<file path="config.mk">
export PLATFORM = sky130hd
export DESIGN_NAME = vga_timing_flat
export DESIGN_NICKNAME = d
export VERILOG_FILES = /design/src/rtl/vga_timing_if.sv /design/src/rtl/vga_timing.sv /design/src/flat_wrapper.sv
export SDC_FILE = /design/constraint.sdc
export NUM_CORES = 1
export LEC_CHECK = 0
export ABC_AREA = 1
export CORE_ASPECT_RATIO = 1.1
export CORE_MARGIN = 2
export CORE_UTILIZATION = 46
export DETAILED_ROUTE_END_ITERATION = 8
export PLACE_DENSITY = 0.76
export RECOVER_POWER = 50
export SLEW_MARGIN = 20
export SYNTH_ARGS = -nofsm -noshare
export SYNTH_HDL_FRONTEND = slang
export SYNTH_SLANG_ARGS = --single-unit
</file>
<file path="constraint.sdc">
create_clock -name clk -period 1.3 [get_ports clk]
set_input_delay 0.195 -clock clk [delete_from_list [all_inputs] [get_ports clk]]
set_output_delay 0.195 -clock clk [all_outputs]
set_load 0.005 [all_outputs]
</file>
<file path="src/rtl/vga_timing_if.sv">
// rtl/vga_timing_if.sv - renderer and VGA pin bundle of the raster timing generator
interface vga_timing_if #(
    parameter int RGB_W = 4
);
    logic                 pix_req;
    logic [9:0]           pix_x;
    logic [9:0]           pix_y;
    logic [3*RGB_W-1:0]   rgb_in;
    logic                 frame_end;
    logic                 vga_hs;
    logic                 vga_vs;
    logic [RGB_W-1:0]     vga_r;
    logic [RGB_W-1:0]     vga_g;
    logic [RGB_W-1:0]     vga_b;

    modport master (
        output pix_req, pix_x, pix_y, frame_end, vga_hs, vga_vs, vga_r, vga_g, vga_b,
        input  rgb_in
    );

    modport slave (
        input  pix_req, pix_x, pix_y, frame_end, vga_hs, vga_vs, vga_r, vga_g, vga_b,
        output rgb_in
    );
endinterface

</file>
<file path="src/rtl/vga_timing.sv">
// rtl/vga_timing.sv - 800x600@60 raster timing with pin-aligned colour and sync pipeline
module vga_timing #(
    parameter int H_VISIBLE = 800,
    parameter int H_FRONT   = 40,
    parameter int H_SYNC    = 128,
    parameter int H_BACK    = 88,
    parameter int V_VISIBLE = 600,
    parameter int V_FRONT   = 1,
    parameter int V_SYNC    = 4,
    parameter int V_BACK    = 23,
    parameter int RGB_W     = 4
) (
    input  logic             clk,
    input  logic             rst,
    vga_timing_if.master     vga
);
    localparam int H_TOTAL = H_VISIBLE + H_FRONT + H_SYNC + H_BACK;
    localparam int V_TOTAL = V_VISIBLE + V_FRONT + V_SYNC + V_BACK;

    localparam logic [10:0] H_VIS      = 11'(H_VISIBLE);
    localparam logic [10:0] H_LAST     = 11'(H_TOTAL - 1);
    localparam logic [10:0] HS_FIRST   = 11'(H_VISIBLE + H_FRONT);
    localparam logic [10:0] HS_LAST    = 11'(H_VISIBLE + H_FRONT + H_SYNC - 1);
    localparam logic [9:0]  V_VIS      = 10'(V_VISIBLE);
    localparam logic [9:0]  V_LAST     = 10'(V_TOTAL - 1);
    localparam logic [9:0]  VS_FIRST   = 10'(V_VISIBLE + V_FRONT);
    localparam logic [9:0]  VS_LAST    = 10'(V_VISIBLE + V_FRONT + V_SYNC - 1);

    logic [10:0] h_cnt;
    logic [9:0]  v_cnt;
    logic        h_wrap;
    logic        active;
    logic        hs_raw;
    logic        vs_raw;
    logic        fe_raw;

    logic        hs_s1, vs_s1;
    logic        de_d, hs_s2, vs_s2;

    always_comb begin
        h_wrap = (h_cnt == H_LAST);
        active = (h_cnt < H_VIS) && (v_cnt < V_VIS);
        hs_raw = (h_cnt >= HS_FIRST) && (h_cnt <= HS_LAST);
        vs_raw = (v_cnt >= VS_FIRST) && (v_cnt <= VS_LAST);
        fe_raw = (h_cnt == 11'd0) && (v_cnt == V_VIS);
    end

    always_ff @(posedge clk or negedge rst) begin
        if (!rst) begin
            h_cnt <= '0;
            v_cnt <= '0;
        end else begin
            h_cnt <= h_wrap ? 11'd0 : h_cnt + 11'd1;
            if (h_wrap) begin
                v_cnt <= (v_cnt == V_LAST) ? 10'd0 : v_cnt + 10'd1;
            end
        end
    end

    // Three register stages: coordinates out, renderer latency, pin alignment.
    // Sync travels through the same depth so it lands on the same edge as colour.
    always_ff @(posedge clk or negedge rst) begin
        if (!rst) begin
            vga.pix_req   <= 1'b0;
            vga.pix_x     <= '0;
            vga.pix_y     <= '0;
            vga.frame_end <= 1'b0;
            hs_s1         <= 1'b0;
            vs_s1         <= 1'b0;
            de_d          <= 1'b0;
            hs_s2         <= 1'b0;
            vs_s2         <= 1'b0;
            vga.vga_r     <= '0;
            vga.vga_g     <= '0;
            vga.vga_b     <= '0;
            vga.vga_hs    <= 1'b0;
            vga.vga_vs    <= 1'b0;
        end else begin
            vga.pix_req   <= active;
            vga.pix_x     <= active ? h_cnt[9:0] : 10'd0;
            vga.pix_y     <= active ? v_cnt : 10'd0;
            vga.frame_end <= fe_raw;
            hs_s1         <= hs_raw;
            vs_s1         <= vs_raw;

            de_d          <= vga.pix_req;
            hs_s2         <= hs_s1;
            vs_s2         <= vs_s1;

            vga.vga_r     <= de_d ? vga.rgb_in[3*RGB_W-1 -: RGB_W] : '0;
            vga.vga_g     <= de_d ? vga.rgb_in[2*RGB_W-1 -: RGB_W] : '0;
            vga.vga_b     <= de_d ? vga.rgb_in[RGB_W-1 -: RGB_W]   : '0;
            vga.vga_hs    <= hs_s2;
            vga.vga_vs    <= vs_s2;
        end
    end
endmodule

</file>
<file path="src/flat_wrapper.sv">
// flat-port wrapper written by rule: the top's interface ports become plain ports
module vga_timing_flat 
#(
    parameter int H_VISIBLE = 800,
    parameter int H_FRONT   = 40,
    parameter int H_SYNC    = 128,
    parameter int H_BACK    = 88,
    parameter int V_VISIBLE = 600,
    parameter int V_FRONT   = 1,
    parameter int V_SYNC    = 4,
    parameter int V_BACK    = 23,
    parameter int RGB_W     = 4
)
  (clk, rst, vga_pix_req, vga_pix_x, vga_pix_y, vga_frame_end, vga_vga_hs, vga_vga_vs, vga_vga_r, vga_vga_g, vga_vga_b, vga_rgb_in);
  vga_timing_if #(.RGB_W(RGB_W)) vga_i ();
  input  logic clk;
  input  logic rst;
  output wire logic [$bits(vga_i.pix_req)-1:0] vga_pix_req;
  output wire logic [$bits(vga_i.pix_x)-1:0] vga_pix_x;
  output wire logic [$bits(vga_i.pix_y)-1:0] vga_pix_y;
  output wire logic [$bits(vga_i.frame_end)-1:0] vga_frame_end;
  output wire logic [$bits(vga_i.vga_hs)-1:0] vga_vga_hs;
  output wire logic [$bits(vga_i.vga_vs)-1:0] vga_vga_vs;
  output wire logic [$bits(vga_i.vga_r)-1:0] vga_vga_r;
  output wire logic [$bits(vga_i.vga_g)-1:0] vga_vga_g;
  output wire logic [$bits(vga_i.vga_b)-1:0] vga_vga_b;
  input wire logic [$bits(vga_i.rgb_in)-1:0] vga_rgb_in;
  assign vga_pix_req = vga_i.pix_req;
  assign vga_pix_x = vga_i.pix_x;
  assign vga_pix_y = vga_i.pix_y;
  assign vga_frame_end = vga_i.frame_end;
  assign vga_vga_hs = vga_i.vga_hs;
  assign vga_vga_vs = vga_i.vga_vs;
  assign vga_vga_r = vga_i.vga_r;
  assign vga_vga_g = vga_i.vga_g;
  assign vga_vga_b = vga_i.vga_b;
  assign vga_i.rgb_in = vga_rgb_in;
  vga_timing #(.H_VISIBLE(H_VISIBLE), .H_FRONT(H_FRONT), .H_SYNC(H_SYNC), .H_BACK(H_BACK), .V_VISIBLE(V_VISIBLE), .V_FRONT(V_FRONT), .V_SYNC(V_SYNC), .V_BACK(V_BACK), .RGB_W(RGB_W)) u_core (.clk(clk), .rst(rst), .vga(vga_i));
endmodule
</file>
# ---- Yosys cells after proc, flatten, opt, wreduce, memory -nomap -nowiden
# Index checks and enable logic that the tools add are counted.
dict set report word_totals {
  regBits 62
  input_bits 14
  elab_cells 39
  out_inout_bits 36
}
dict set report op_classes {
  magnitude_cmp 6
  n_addsub 2
  eq_ne 3
  n_mux 7
  reduce_logical 5
}
# cell count
set op_table {}
lappend op_table {{$mux W10} 3}
lappend op_table {{$eq A10 B10 Y1 const B} 2}
lappend op_table {{$mux W4} 3}
lappend op_table {{$add A11 B1 Y11 const B} 1}
lappend op_table {{$eq A11 B11 Y1 const B} 1}
lappend op_table {{$ge A11 B10 Y1 const B} 1}
lappend op_table {{$le A11 B10 Y1 const B} 1}
lappend op_table {{$logic_not A11 Y1} 1}
lappend op_table {{$lt A11 B10 Y1 const B} 1}
lappend op_table {{$mux W11} 1}
lappend op_table {{$add A10 B1 Y10 const B} 1}
lappend op_table {{$ge A10 B10 Y1 const B} 1}
lappend op_table {{$le A10 B10 Y1 const B} 1}
lappend op_table {{$lt A10 B10 Y1 const B} 1}
lappend op_table {{$logic_and A1 B1 Y1} 4}

# ---- Depth between registers and ports, before layout
# Gate-level depths: netlist (run 1).
dict set report logic_depth {
  ltp_word 3
  depth_mapped 9
  ltp_nobuf 9
}

# ---- Worst setup path after synthesis (run 1)
# No wires, ideal clock.
dict set report synth_timing {
  kind {flip-flop to flip-flop}
  from {register u_core.h_cnt[0]}
  to {register u_core.h_cnt[8]}
  period_less_slack_ps 1349
  t_required_ps 1182
  arrival_time_ps 1231
  setup_slack_ps -49
  path_stages_with_launch 9
  path_cell_list {dfrtp_1 > ha_1 > nand2_2 > nor2_4 > nand2_1 > nor2_1 > nand2_1 > xor2_1 > inv_1}
}
dict set report synth_via {
  elab_chain_cells 2
  elab_cells_between_ends 3
  classes_between {add/sub (1); eq/ne (1); mux (1)}
}
# element line_no
set synth_rtl {}
lappend synth_rtl {{from (decl)} vga_timing.sv:29} ;# logic [10:0] h_cnt;
lappend synth_rtl {{from (signal assigned)} vga_timing.sv:53} ;# h_cnt <= h_wrap ? 11'd0 : h_cnt + 11'd1;
lappend synth_rtl {{$add A11 B1 Y11 / $eq A11 B11 Y1 (equally long branches)} {vga_timing.sv:53, vga_timing.sv:41}}
lappend synth_rtl {{$mux W11 *} vga_timing.sv:53}
# Every way passes the cells marked *; elsewhere a longest branch is shown, timed or not.
# A chain may end at the register's enable or synchronous reset.

# ---- Worst setup path after layout (run 1)
dict set report layout_timing {
  from {register u_core.v_cnt[0]}
  to {register u_core.v_cnt[8]}
}
dict set report layout_via {
  elab_chain_cells 2
  elab_cells_between_ends 3
  classes_between {add/sub (1); eq/ne (1); mux (1)}
}
# element line_no
set layout_rtl {}
lappend layout_rtl {{from (decl)} vga_timing.sv:30} ;# logic [9:0] v_cnt;
lappend layout_rtl {{from (signal assigned)} vga_timing.sv:55} ;# v_cnt <= (v_cnt == V_LAST) ? 10'd0 : v_cnt + 10'd1;
lappend layout_rtl {{$add A10 B1 Y10 / $eq A10 B10 Y1 (equally long branches)} vga_timing.sv:55}
lappend layout_rtl {{$mux W10 *} vga_timing.sv:55}
# Marks and branches as above.

==> results.sh, run 1 <==
export IMPL_io_pins=50
export IMPL_crit_type="reg2reg"
export IMPL_p_sw_share_pct=20.0
export IMPL_rrSetupSlack_ns=-0.33
export IMPL_setup_viol=37
export IMPL_root_buffer="clkbuf_8"
export IMPL_place_port_buffers=49
export IMPL_grt_max_degree=63
export IMPL_holdPathEnd="u_core.vga.vga_vs"
export IMPL_critical_path_most_common_cell="nand2_1"
export IMPL_finClkSkew_ns=0.0118
export IMPL_wl_met3_um=703
export IMPL_timing_setup_tns_ns=-5.86
export IMPL_design_die_area_sq_mm=0.00636
export IMPL_fmax_ghz=0.615
export IMPL_max_clock_path_buffers=2
export IMPL_syn_area_sq_mm=0.00264
export IMPL_post_route_min_period_ns=1.63
export IMPL_reg2regPathDepth=9
export IMPL_area_growth_syn_to_layout_pct=56.3
export IMPL_synthCells=290
export IMPL_fin_util_pct=75.4
export IMPL_holdCritPathClass="reg2reg"
export IMPL_clk_pin_slew_ns=0.08
export IMPL_synth_nets=309
export IMPL_required_ns=1.52
export IMPL_fill_cells=310
export IMPL_crit_path_cell_trace="ha_2, buf_4, nand2_1, inv_1, nand2_1, nand2_1, nand2_1, nand2_1, o21ai_0"
export IMPL_arrival_ns=1.85
export IMPL_wl_per_cell_um=17.7
export IMPL_drt_iter0_drc=298
export IMPL_cts_buffers=9
export IMPL_h_tree_depth=3
export IMPL_n_antenna_cell=0
export IMPL_grt_use_total_pct=22.5
export IMPL_seqPwrFrac_pct=44.9
export IMPL_relSlewSlack_pct=49.2
export IMPL_grt_pass1_wl_um=11100
export IMPL_drive_gt1_share_pct=33.9
export IMPL_r2r_end="u_core.v_cnt[8]"
export IMPL_place_congestion=0.955
export IMPL_slew_violations=0
export IMPL_drv_cap=0
export IMPL_worst_hold_slack_ns=0.353
export IMPL_final_cell_mix="nand2_1 (62), dfrtp_1 (60), buf_4 (53)"
export IMPL_fin_area_sq_mm=0.00412
export IMPL_wirelength_um=8660
export IMPL_via_per_inst=5.34
export IMPL_vdd_drop_max_mv=0.588
export IMPL_seq_area_frac_synth_pct=58.8
export IMPL_place_hpwl_um=4050
export IMPL_layout_commonest_cell="nand2_1"
export IMPL_p_comb_share_pct=2.8
export IMPL_insertion_delay_ns=0.35
export IMPL_fp_row_count=28
export IMPL_drc=0
export IMPL_layout_setup_ws_ns=-0.327
export IMPL_grt_pass1_vias=2420
export IMPL_holdPathStages=0
export IMPL_p_leak_nw=2.19
export IMPL_yosysWarnings=0
export IMPL_hold_viol=0
export IMPL_avgSynthCellArea_sq_um=9.09
export IMPL_p_int_mw=3.48
export IMPL_core_sq_mm=0.00547
export IMPL_violations="negative setup slack"
export IMPL_antenna_found_initial=0
export IMPL_die_y_um=83.4
export IMPL_critPathCaptureType="flip-flop"
export IMPL_die_w_um=76.2
export IMPL_synth_cell_types=23
export IMPL_cts_tree="built"
export IMPL_start_util_pct=48.3
export IMPL_synth_ff_latch_count=62
export IMPL_worstHoldStart="u_core.vs_s2"
export IMPL_crit_path_max_incr_delay_ns=0.45
export IMPL_fin_nets=427
export IMPL_clock_sinks=62
export IMPL_place_area_sq_mm=0.00348
export IMPL_dr_wl_met2_um=4330
export IMPL_dr_max_layer_used="met4"
export IMPL_ant_nets=0
export IMPL_reg2reg_from="u_core.v_cnt[0]"
export IMPL_firstDrtPassIters=5
export IMPL_critPathSlowestCell="dfrtp_1"
export IMPL_overflow=0
export IMPL_p_total_mw=4.34
export IMPL_met1Wirelength_um=3180
export IMPL_cp_start_kind="flip-flop"
export IMPL_route_vias_total=2606
export IMPL_post_route_period_util_pct=125
export IMPL_critPathMaxFanout=4
export IMPL_p_clk_share_pct=52.2
export IMPL_tightest_slew_ns=0.762
export IMPL_rsz0062_at_grt="yes"
export IMPL_status="complete, but fails checks"
export IMPL_p_sw_mw=0.866
export IMPL_power_density_mw_per_mm2=1050
[per-layer routing]
layer / GRT usage [%] / vias to the layer above
met2: 38.3 / 178
met1: 26.2 / 1269
met3: 7.07 / 38
li1: - / 1121
met5: 0 / -
met4: 9.75 / 0
[worst max path at each step]
| stage | to | slack [ns] | from | cells after the start |
|---|---|---|---|---|
| 6_report | u_core.v_cnt[8] | -0.33 | u_core.v_cnt[0] | 9 |
| 5_1_grt | u_core.v_cnt[8] | -0.39 | u_core.v_cnt[0] | 9 |
| 4_1_cts | u_core.v_cnt[9] | -0.1 | u_core.h_cnt[1] | 8 |
| 3_5_place_dp | u_core.v_cnt[7] | -0.12 | u_core.h_cnt[1] | 7 |
| 3_3_place_gp | u_core.v_cnt[9] | -0.05 | u_core.h_cnt[1] | 8 |
| 2_1_floorplan | u_core.h_cnt[8] | -0.008 | u_core.h_cnt[0] | 8 |
[layout make-up]
cell class              count  area, sq um  area share, %
inverters                  52          206           5.01
multi-input cells         175         1100           26.7
repair buffers            108          905           21.9
clock inverters             6          134           3.25
well taps                  75         93.8           2.28
flip-flops and latches     62         1550           37.7
clock buffers              10          128           3.10
[cell usage after synthesis, drive strengths merged]
library cell	n	area share (%)
buf	3	1.3
nor4	1	0.24
nand3b	1	0.76
nand4	4	0.95
ha	5	2.4
clkbuf	1	0.14
a21o	1	0.28
inv	52	7.4
o21ai	12	2.3
a21oi	3	0.57
o211ai	1	0.28
nand3	17	3.4
nor3	8	1.5
xor2	7	2.3
and2	1	0.24
nor2	44	7.5
nand2	67	9.6
dfrtp	62	59
[power groups by stage]
stage,clock (mW),combinational [mW],sequential [mW]
2_1_floorplan,0,0.0136,1.99
3_3_place_gp,0,0.136,1.99
3_5_place_dp,0,0.139,1.99
4_1_cts,2.23,0.128,1.95
5_1_grt,2.35,0.137,1.95
6_report,2.27,0.123,1.95
[flip-flops by register name (all words and copies together) (netlist names)]
signal	cells
u_core.h_cnt	11
u_core.v_cnt	10
u_core.vga.pix_x	10
u_core.vga.pix_y	10
u_core.vga.vga_b	4
u_core.vga.vga_g	4
u_core.vga.vga_r	4
u_core.de_d	1
u_core.hs_s1	1
u_core.hs_s2	1
u_core.vga.frame_end	1
u_core.vga.pix_req	1
u_core.vga.vga_hs	1
u_core.vga.vga_vs	1
u_core.vs_s1	1
u_core.vs_s2	1
[through the flow]
| stage | setup slack (ns) | instances |
|---|---|---|
| 3_3_place_gp | -0.0467 | 447 |
| 2_1_floorplan | -0.00759 | 290 |
| 6_report | -0.327 | 488 |
| 3_5_place_dp | -0.119 | 447 |
| 5_1_grt | -0.387 | 488 |
| 4_1_cts | -0.0965 | 473 |
[critical path: cells and delay by family (launching register included)]
kind / cells / cell delay, ns
buffers and inverters: 2 / 0.28
DFF: 1 / 0.45
AOI/OAI and AO/OA: 1 / 0.09
and+or+nand+nor: 5 / 0.45
adders and majority gates: 1 / 0.24
[repair_timing]
action                                  4_1_cts  5_1_grt
endpoints found under the hold margin        62        0
pin swaps                                     5       16
endpoints found under the setup margin       74       43
setup buffers                                 8       16
hold buffers                                  1        0
gates cloned                                  1        2
resized for setup                            47       66
[logic make-up (layout without fill, tap and decap cells)]
kind of cell / Yosys count / in the layout / share of synthesized area, %
buffers and inverters: 56 / 176 / 8.82
adder cells (fa/ha/maj): 5 / 5 / 2.37
AO/OA/AOI/OAI: 17 / 17 / 3.42
AND/OR/NAND/NOR: 143 / 146 / 24.2
XOR/XNOR: 7 / 7 / 2.32
flip-flops: 62 / 62 / 58.8
Note: power is estimated with default switching activity, not from simulation.
==> run 2: changes to the inputs <==
- CORE_MARGIN: 2 -> 3
- REMOVE_ABC_BUFFERS: default -> 1
- clock period: 1.3 -> 1.4 ns (I/O delays scaled with it)
==> run 2 against run 1 <==
The flow now finishes without violations. Global-route usage down 5.6 points. Via count down 17%. Worst setup slack better by 0.34 ns. Final cell count down 7.2%. Routed wire length down 32%.
==> results.sh, run 2 (synthesized netlist as in run 1, its figures left out) <==
export IMPL_status="complete, no violations"
export IMPL_fill_cells=419
export IMPL_area_growth_syn_to_layout_pct=44.1
export IMPL_critPathSlowestCell="dfrtp_1"
export IMPL_cts_tree="built"
export IMPL_crit_type="reg2reg"
export IMPL_timing_setup_tns_ns=0
export IMPL_fp_row_count=28
export IMPL_insertion_delay_ns=0.34
export IMPL_n_antenna_cell=0
export IMPL_placed_cells=428
export IMPL_die_y_um=85.4
export IMPL_tightest_slew_ns=0.801
export IMPL_core_sq_mm=0.00547
export IMPL_setup_viol=0
export IMPL_fin_cells=453
export IMPL_rsz0062_at_grt="yes"
export IMPL_drv_cap=0
export IMPL_start_util_pct=48.3
export IMPL_max_clock_path_buffers=2
export IMPL_p_sw_mw=0.749
export IMPL_relSlewSlack_pct=46.6
export IMPL_clock_sinks=62
export IMPL_place_hpwl_um=3580
export IMPL_fin_area_sq_mm=0.00380
export IMPL_arrival_ns=1.62
export IMPL_place_congestion=0.913
export IMPL_p_sw_share_pct=18.6
export IMPL_via_per_inst=4.77
export IMPL_drt_iter0_drc=182
export IMPL_clk_pin_slew_ns=0.07
export IMPL_design_die_area_sq_mm=0.00668
export IMPL_fin_nets=392
export IMPL_wl_per_cell_um=13.1
export IMPL_ant_nets=0
export IMPL_power_density_mw_per_mm2=1060
export IMPL_h_tree_depth=3
export IMPL_final_cell_mix="nand2_1 (63), dfrtp_1 (60), inv_1 (48)"
export IMPL_crit_path_cell_trace="ha_2, nand2_2, nor2_4, nand2_1, nor2_2, nand2_1, xor2_1, inv_1"
export IMPL_p_clk_share_pct=52.1
export IMPL_slew_violations=0
export IMPL_drive_gt1_share_pct=19.8
export IMPL_grt_pass1_wl_um=8790
export IMPL_layout_commonest_cell="nand2_1"
export IMPL_p_comb_share_pct=3.0
export IMPL_post_route_period_util_pct=99.3
export IMPL_largest_reg_flops=11
export IMPL_firstDrtPassIters=4
export IMPL_fmax_ghz=0.719
export IMPL_place_port_buffers=49
export IMPL_post_route_min_period_ns=1.39
export IMPL_io_pins=50
export IMPL_overflow=0
export IMPL_seqPwrFrac_pct=45.0
export IMPL_cts_buffers=9
export IMPL_hold_viol=0
export IMPL_required_ns=1.63
export IMPL_top_register="u_core.h_cnt"
export IMPL_root_buffer="clkbuf_8"
export IMPL_antenna_found_initial=0
export IMPL_critPathBufInv=1
export IMPL_finClkSkew_ns=0.00773
export IMPL_route_vias_total=2162
export IMPL_detailedPlace_worstSlack_ns=-0.0461
export IMPL_critPathMaxFanout=3
export IMPL_grt_use_total_pct=16.9
export IMPL_p_leak_nw=2.14
export IMPL_drc=0
export IMPL_grt_max_degree=63
export IMPL_place_area_sq_mm=0.00334
export IMPL_cp_start_kind="flip-flop"
export IMPL_holdCritPathClass="reg2reg"
export IMPL_wirelength_um=5920
export IMPL_crit_path_max_incr_delay_ns=0.35
export IMPL_layout_setup_ws_ns=0.00985
export IMPL_die_w_um=78.2
export IMPL_crit_family="simple AND/OR/NAND/NOR gates"
export IMPL_vdd_drop_max_mv=0.517
export IMPL_grt_pass1_vias=1938
export IMPL_p_int_mw=3.28
export IMPL_critPathCaptureType="flip-flop"
export IMPL_critical_path_most_common_cell="nand2_1"
[run 2: power by group through the flow]
stage	sequential, mW	clock (mW)	combinational (mW)
3_3_place_gp	1.85	0	0.127
3_5_place_dp	1.85	0	0.129
5_1_grt	1.81	2.20	0.134
6_report	1.81	2.10	0.119
2_1_floorplan	1.85	0	0.0126
4_1_cts	1.81	2.12	0.131
[run 2: cell type report]
cell class              count  area, sq um  share of cell area [%]
clock buffers              10          138                    3.62
repair buffers             73          716                    18.8
multi-input cells         175          972                    25.6
clock inverters             6          133                    3.49
flip-flops and latches     62         1550                    40.9
inverters                  52          195                    5.13
well taps                  75         93.8                    2.47
[run 2: through the flow]
step / total power, mW / util [%] / hold WS (ns)
after global routing: 4.15 / 69.6 / 0.354
after global placement: 1.97 / 61.1 / 0.238
after floorplan: 1.86 / - / -0.0856
final: 4.03 / 69.6 / 0.349
after CTS: 4.07 / 66.2 / 0.351
after detailed placement: 1.98 / 61.1 / 0.241
[run 2: path summary, 6_finish.rpt]
kind                            cells after the start  slack (ns)                  end       startpoint
max in group asynchronous                           3        0.24      u_core.h_cnt[7]              rst
worst min-delay path                                0        0.35    u_core.vga.vga_vs     u_core.vs_s2
worst max-delay path                                8        0.01      u_core.h_cnt[8]  u_core.h_cnt[1]
worst max register to register                      8        0.01      u_core.h_cnt[8]  u_core.h_cnt[1]
min in group asynchronous                           3        0.61  u_core.vga.pix_x[9]              rst
worst min register to register                      0        0.35    u_core.vga.vga_vs     u_core.vs_s2
[run 2: repair_timing]
action                                 CTS  global route
endpoints found under the hold margin   62             0
hold buffers                             1             0
setup endpoints to repair               11            55
resized for setup                        5            44
setup buffers                            0             5
pin swaps                                0             7
gates cloned                             0             3
[run 2: routing by layer]
metal  wire, um  GRT usage [%]
met3        359           3.82
met5          0              0
met1       2410           21.2
met2       3040           27.6
met4        104           8.74
